==> config.mk <==
export PLATFORM = sky130hd
export DESIGN_NAME = tcdm_bank_arb
export DESIGN_NICKNAME = d
export VERILOG_FILES = /design/src/rtl/tcdm_bank_arb.sv
export SDC_FILE = /design/constraint.sdc
export NUM_CORES = 1
export LEC_CHECK = 0
export BUFFER_PORTS_ARGS = -buffer_cell sky130_fd_sc_hd__clkbuf_2
export CORE_AREA = 3 3 124 126
export CTS_CLUSTER_DIAMETER = 60
export DETAILED_ROUTE_END_ITERATION = 12
export DIE_AREA = 0 0 127 129
export PLACE_DENSITY_LB_ADDON = 0.08
export SETUP_SLACK_MARGIN = 0.3
export SLEW_MARGIN = 5
export SYNTH_ARGS = -nofsm -noshare
export SYNTH_HDL_FRONTEND = slang
export SYNTH_SLANG_ARGS = --single-unit
==> constraint.sdc <==
create_clock -name clk_i -period 2.07 [get_ports clk_i]
set_input_delay 0.1035 -clock clk_i [delete_from_list [all_inputs] [get_ports clk_i]]
set_output_delay 0.1035 -clock clk_i [all_outputs]
set_load 0.01 [all_outputs]
==> src/rtl/tcdm_bank_arb.sv <==
// ---------------------------------------------------------------------------
// tcdm_bank_arb
//
// Shares one single-ported TCDM bank between NumReq requesters. The
// lowest-index request wins, with optional aging that bounds how long a
// low-priority requester can wait. The bank's one-cycle read response is
// returned to whichever requester was granted.
//
// Optional feature macro: TCDM_ARB_AGING_EN
//   defined   -> per-requester aging counters. A requester that has been
//                denied StarveThr times in a row is "starved". Starved
//                requesters take precedence over all others, and the
//                lowest starved index wins.
//   undefined -> pure fixed priority. No counters are built and StarveThr
//                is only range-checked.
//
// Ports
//   clk_i    : clock
//   rst_ni   : asynchronous active-low reset
//   req_i    : per-requester request valid
//   data_i   : per-requester payload {wen, be, addr, wdata}, not interpreted
//   gnt_o    : one-hot grant, or all-zero when idle (combinational)
//   rvld_o   : one-hot response valid, one cycle after the grant
//   rdata_o  : bank read data broadcast to all requesters (combinational)
//   idx_o    : index of the granted requester, 0 when idle (combinational)
//   cs_o     : bank chip select (combinational)
//   data_o   : payload forwarded to the bank (combinational)
//   rdata_i  : bank read data, valid one cycle after cs_o
// ---------------------------------------------------------------------------
module tcdm_bank_arb #(
  parameter int unsigned NumReq        = 4,
  parameter int unsigned ReqDataWidth  = 49,
  parameter int unsigned RespDataWidth = 32,
  parameter int unsigned StarveThr     = 15
) (
  input  logic                                   clk_i,
  input  logic                                   rst_ni,
  input  logic [NumReq-1:0]                      req_i,
  input  logic [NumReq-1:0][ReqDataWidth-1:0]    data_i,
  output logic [NumReq-1:0]                      gnt_o,
  output logic [NumReq-1:0]                      rvld_o,
  output logic [RespDataWidth-1:0]               rdata_o,
  output logic [$clog2(NumReq)-1:0]              idx_o,
  output logic                                   cs_o,
  output logic [ReqDataWidth-1:0]                data_o,
  input  logic [RespDataWidth-1:0]               rdata_i
);

  localparam int unsigned IdxW = $clog2(NumReq);

  // Reject configurations the arbiter cannot honour at elaboration time.
  if (NumReq < 2) begin : g_bad_numreq
    $error("tcdm_bank_arb: NumReq must be at least 2");
  end
  if (StarveThr < 1) begin : g_bad_thr
    $error("tcdm_bank_arb: StarveThr must be at least 1");
  end

  // Candidate set handed to the priority encoder.
  logic [NumReq-1:0] cand;

`ifdef TCDM_ARB_AGING_EN
  localparam int unsigned CntW = $clog2(StarveThr + 1);
  localparam logic [CntW-1:0] CntMax = CntW'(StarveThr);

  logic [CntW-1:0]   cnt_q [NumReq];
  logic [NumReq-1:0] starved;

  // A starved requester only counts while it is actually requesting. If
  // any requester is starved, the non-starved ones are masked out so the
  // starved set drains in index order.
  always_comb begin
    starved = '0;
    for (int i = 0; i < NumReq; i++) begin
      starved[i] = req_i[i] && (cnt_q[i] == CntMax);
    end
    cand = (|starved) ? starved : req_i;
  end

  // The counter saturates at StarveThr while the requester is denied. It
  // clears on a grant or when the request is dropped, so a dropped request
  // forfeits its accumulated age.
  always_ff @(posedge clk_i or negedge rst_ni) begin
    if (!rst_ni) begin
      for (int i = 0; i < NumReq; i++) begin
        cnt_q[i] <= '0;
      end
    end else begin
      for (int i = 0; i < NumReq; i++) begin
        if (req_i[i] && !gnt_o[i]) begin
          if (cnt_q[i] != CntMax) begin
            cnt_q[i] <= cnt_q[i] + CntW'(1);
          end
        end else begin
          cnt_q[i] <= '0;
        end
      end
    end
  end
`else
  assign cand = req_i;
`endif

  // Lowest-index candidate wins. Both outputs stay zero when idle.
  always_comb begin
    logic found;
    found = 1'b0;
    gnt_o = '0;
    idx_o = '0;
    for (int i = 0; i < NumReq; i++) begin
      if (cand[i] && !found) begin
        found    = 1'b1;
        gnt_o[i] = 1'b1;
        idx_o    = IdxW'(i);
      end
    end
  end

  // The bank is always ready, so any request means an access this cycle.
  assign cs_o   = |req_i;
  assign data_o = data_i[idx_o];

  // Response path: the bank answers one cycle after cs_o. Remembering the
  // grant for that one cycle is enough to steer the response. Reset clears
  // the register, so any in-flight response is discarded.
  logic [NumReq-1:0] rvld_q;

  always_ff @(posedge clk_i or negedge rst_ni) begin
    if (!rst_ni) begin
      rvld_q <= '0;
    end else begin
      rvld_q <= gnt_o;
    end
  end

  assign rvld_o  = rvld_q;
  assign rdata_o = rdata_i;

endmodule

==> impl_results.md <==
- Maximum root-to-sink buffer count: 2
- Initial Utilization: 0.152
- Initial DRC count: between 80 and 90
- Seq/Total Area, Yosys: 0.0456
- Setup crit end kind: output port
- Setup TNS: 0 ns
- Clock Sinks: 4
- Worst hold path class: primary input to output port
- Grt total ovfl: 0
- Die area: 0.0164 sq mm
- Max VDD drop: between 0.00015 and 0.0002 V
- Cell area after synthesis: between 0.002 and 0.0025 sq mm
- DRT Pass-1 Iters: 4
- Final Max Slew Viols: 0
- Row count: 44
- Layout Nets: approximately 720
- Worst-margin pin slew: slightly above 0.3 ns
- Via count: slightly below 3,000
- Synth Flop Type: dfrtp_1
- Initial antenna violation count: 0
- Pre-CTS setup slack: approximately 0.43 ns
- First-pass GRT wire length: approximately 15 mm
- H-tree depth: 1
- PD cells: 303 mW/mm^2
- Worst Setup Path Type: primary input to output port
- DR WL/cell: roughly 15 um
- RSZ-0062 raised after global routing: no
- Status: completed
- Grt met1 use: 0.117
- Met3 GRT Util: 0.0212
- Num CTS Buffers: 3
- Leakage: approximately 1.8 nW
- DP Area: between 0.003 and 0.004 sq mm
- Number of max-cap violations: 0
- Die height: 129 um
- CTS tree: done
- Crit path required time: ~2.0 ns
- Synthesized net count: 512
- Commonest non-fill, non-tap cells in the layout: 260 x clkbuf_2, 49 x nor2b_1, 49 x nor3b_1, 49 x o21bai_1, 49 x o221a_1
- HPWL after detailed placement: just under 9 mm
- Die W: approximately 130 um
- Final Hold Fails: 0
- Finished Layout Cells: 672
- Total routed wirelength: roughly 10 mm
- Synth Warn #: 0
- Grt met2 use: 0.227
- Netlist cell types: 21
- Largest net degree at the start of global routing: 53
- Layout area overhead: 58.4%
- Remaining routing DRC violations: 0
- Ys async rst share: 1.00
- Root Driver: clkbuf_16
- Tcrit/Tclk final: 0.787
- Fillers: 1,658
- Core Area: 0.0144 sq mm
- I/O Pins: around 330
- Syn Inst Count: ~280
- Final worst setup slack: 0.441 ns
- GRT Util Overall: 0.113
- WP data arrival: about 1.5 ns
- Most common cell after layout, fill and taps aside: clkbuf_2
- Syn avg cell area: slightly below 8 sq um
- Rel. slew slack: 0.797
- # setup viols final: 0
- Vias per cell: 4.31
- Layout cells sized above 1: 0.568
- Diodes inserted: 0
- Placed cells: between 600 and 700
- EDFF count, synth: 0
- Synthesized flop and latch total: 4
- Post_cts resized: 0
- Final Critical Period: between 1.5 and 2 ns
- Critical path peak fanout: 30
- Achievable Freq: 614 MHz
- DRT antenna net count: 0
- Pwr Total: about 1.1 mW
- GRT Max-Usage Layer: met2
- Largest register FFs: 4
- Routability cong.: around 0.74
- PortBufs: 261
- Vias in the first global route: between 2,000 and 3,000
- Design area: between 0.003 and 0.004 sq mm
- Critical Path Source Type: primary input
## power breakdown
group | switching, mW | total (mW) | internal, mW
Combinational | 0.304 | 0.674 | 0.370
Clock | 0.0519 | 0.298 | 0.247
Sequential | 0.000812 | 0.0828 | 0.0820
## layout make-up
cell class,instances,area (sq um),area share
Clock buffer,3,75.1,0.0216
Inverter,2,7.51,0.00216
Multi-Input combinational cell,206,1660,0.476
Sequential cell,4,100,0.0288
Tap cell,184,230,0.0662
Timing Repair Buffer,273,1410,0.406
## cell usage after synthesis (2+ instances only)
| library cell | number | area [sq um] |
|---|---|---|
| buf_2 | 2 | 10.0 |
| buf_4 | 34 | 255 |
| buf_8 | 5 | 75.1 |
| clkbuf_1 | 22 | 82.6 |
| dfrtp_1 | 4 | 100 |
| inv_1 | 2 | 7.51 |
| nor2_1 | 3 | 11.3 |
| nor2b_1 | 49 | 307 |
| nor3b_1 | 49 | 368 |
| o21bai_1 | 49 | 368 |
| o221a_1 | 49 | 552 |
## path summary, 6_finish.rpt
| check | start | endpoint | slack (ns) | cells past startpoint |
|---|---|---|---|---|
| hold / removal | rdata_i[2] | rdata_o[2] | 0.21 | 0 |
| max in group asynchronous | rst_ni | rvld_o[1]$_DFF_PN0_ | 1.72 | 2 |
| min in group asynchronous | rst_ni | rvld_o[2]$_DFF_PN0_ | 0.22 | 2 |
| setup / recovery | req_i[2] | data_o[19] | 0.44 | 7 |
## routing by layer
layer	vias up	part of all wire
met1	1278	0.35
li1	1441	-
met5	-	0
met3	20	0.082
met4	0	0.018
met2	158	0.55
## cell families after synthesis
family / count (synthesis) / synth area share
simple gates: 106 / 0.325
buf+inv: 68 / 0.205
compound gates: 100 / 0.425
flops: 4 / 0.0456
## through the flow
stage	hold WS (ns)	util
floorplan	-0.192	-
global placement	-0.0826	0.235
detailed placement	-0.0852	0.235
CTS	0.207	0.241
global route	0.207	0.241
finish	0.207	0.241
## critical path, stage by stage
cell and delay, ns:
clkbuf_2 0.11, buf_4 0.28, nor2_1 0.16, a21oi_4 0.17, buf_4 0.29, o221a_1 0.26
clkbuf_2 0.13
## timing repair
| item | in CTS | in global routing |
|---|---|---|
| setup buffers | 0 | 0 |
| endpoints found under the hold margin | 4 | 0 |
| hold buffers | 1 | 0 |
Note: power is estimated with default switching activity, not from simulation.
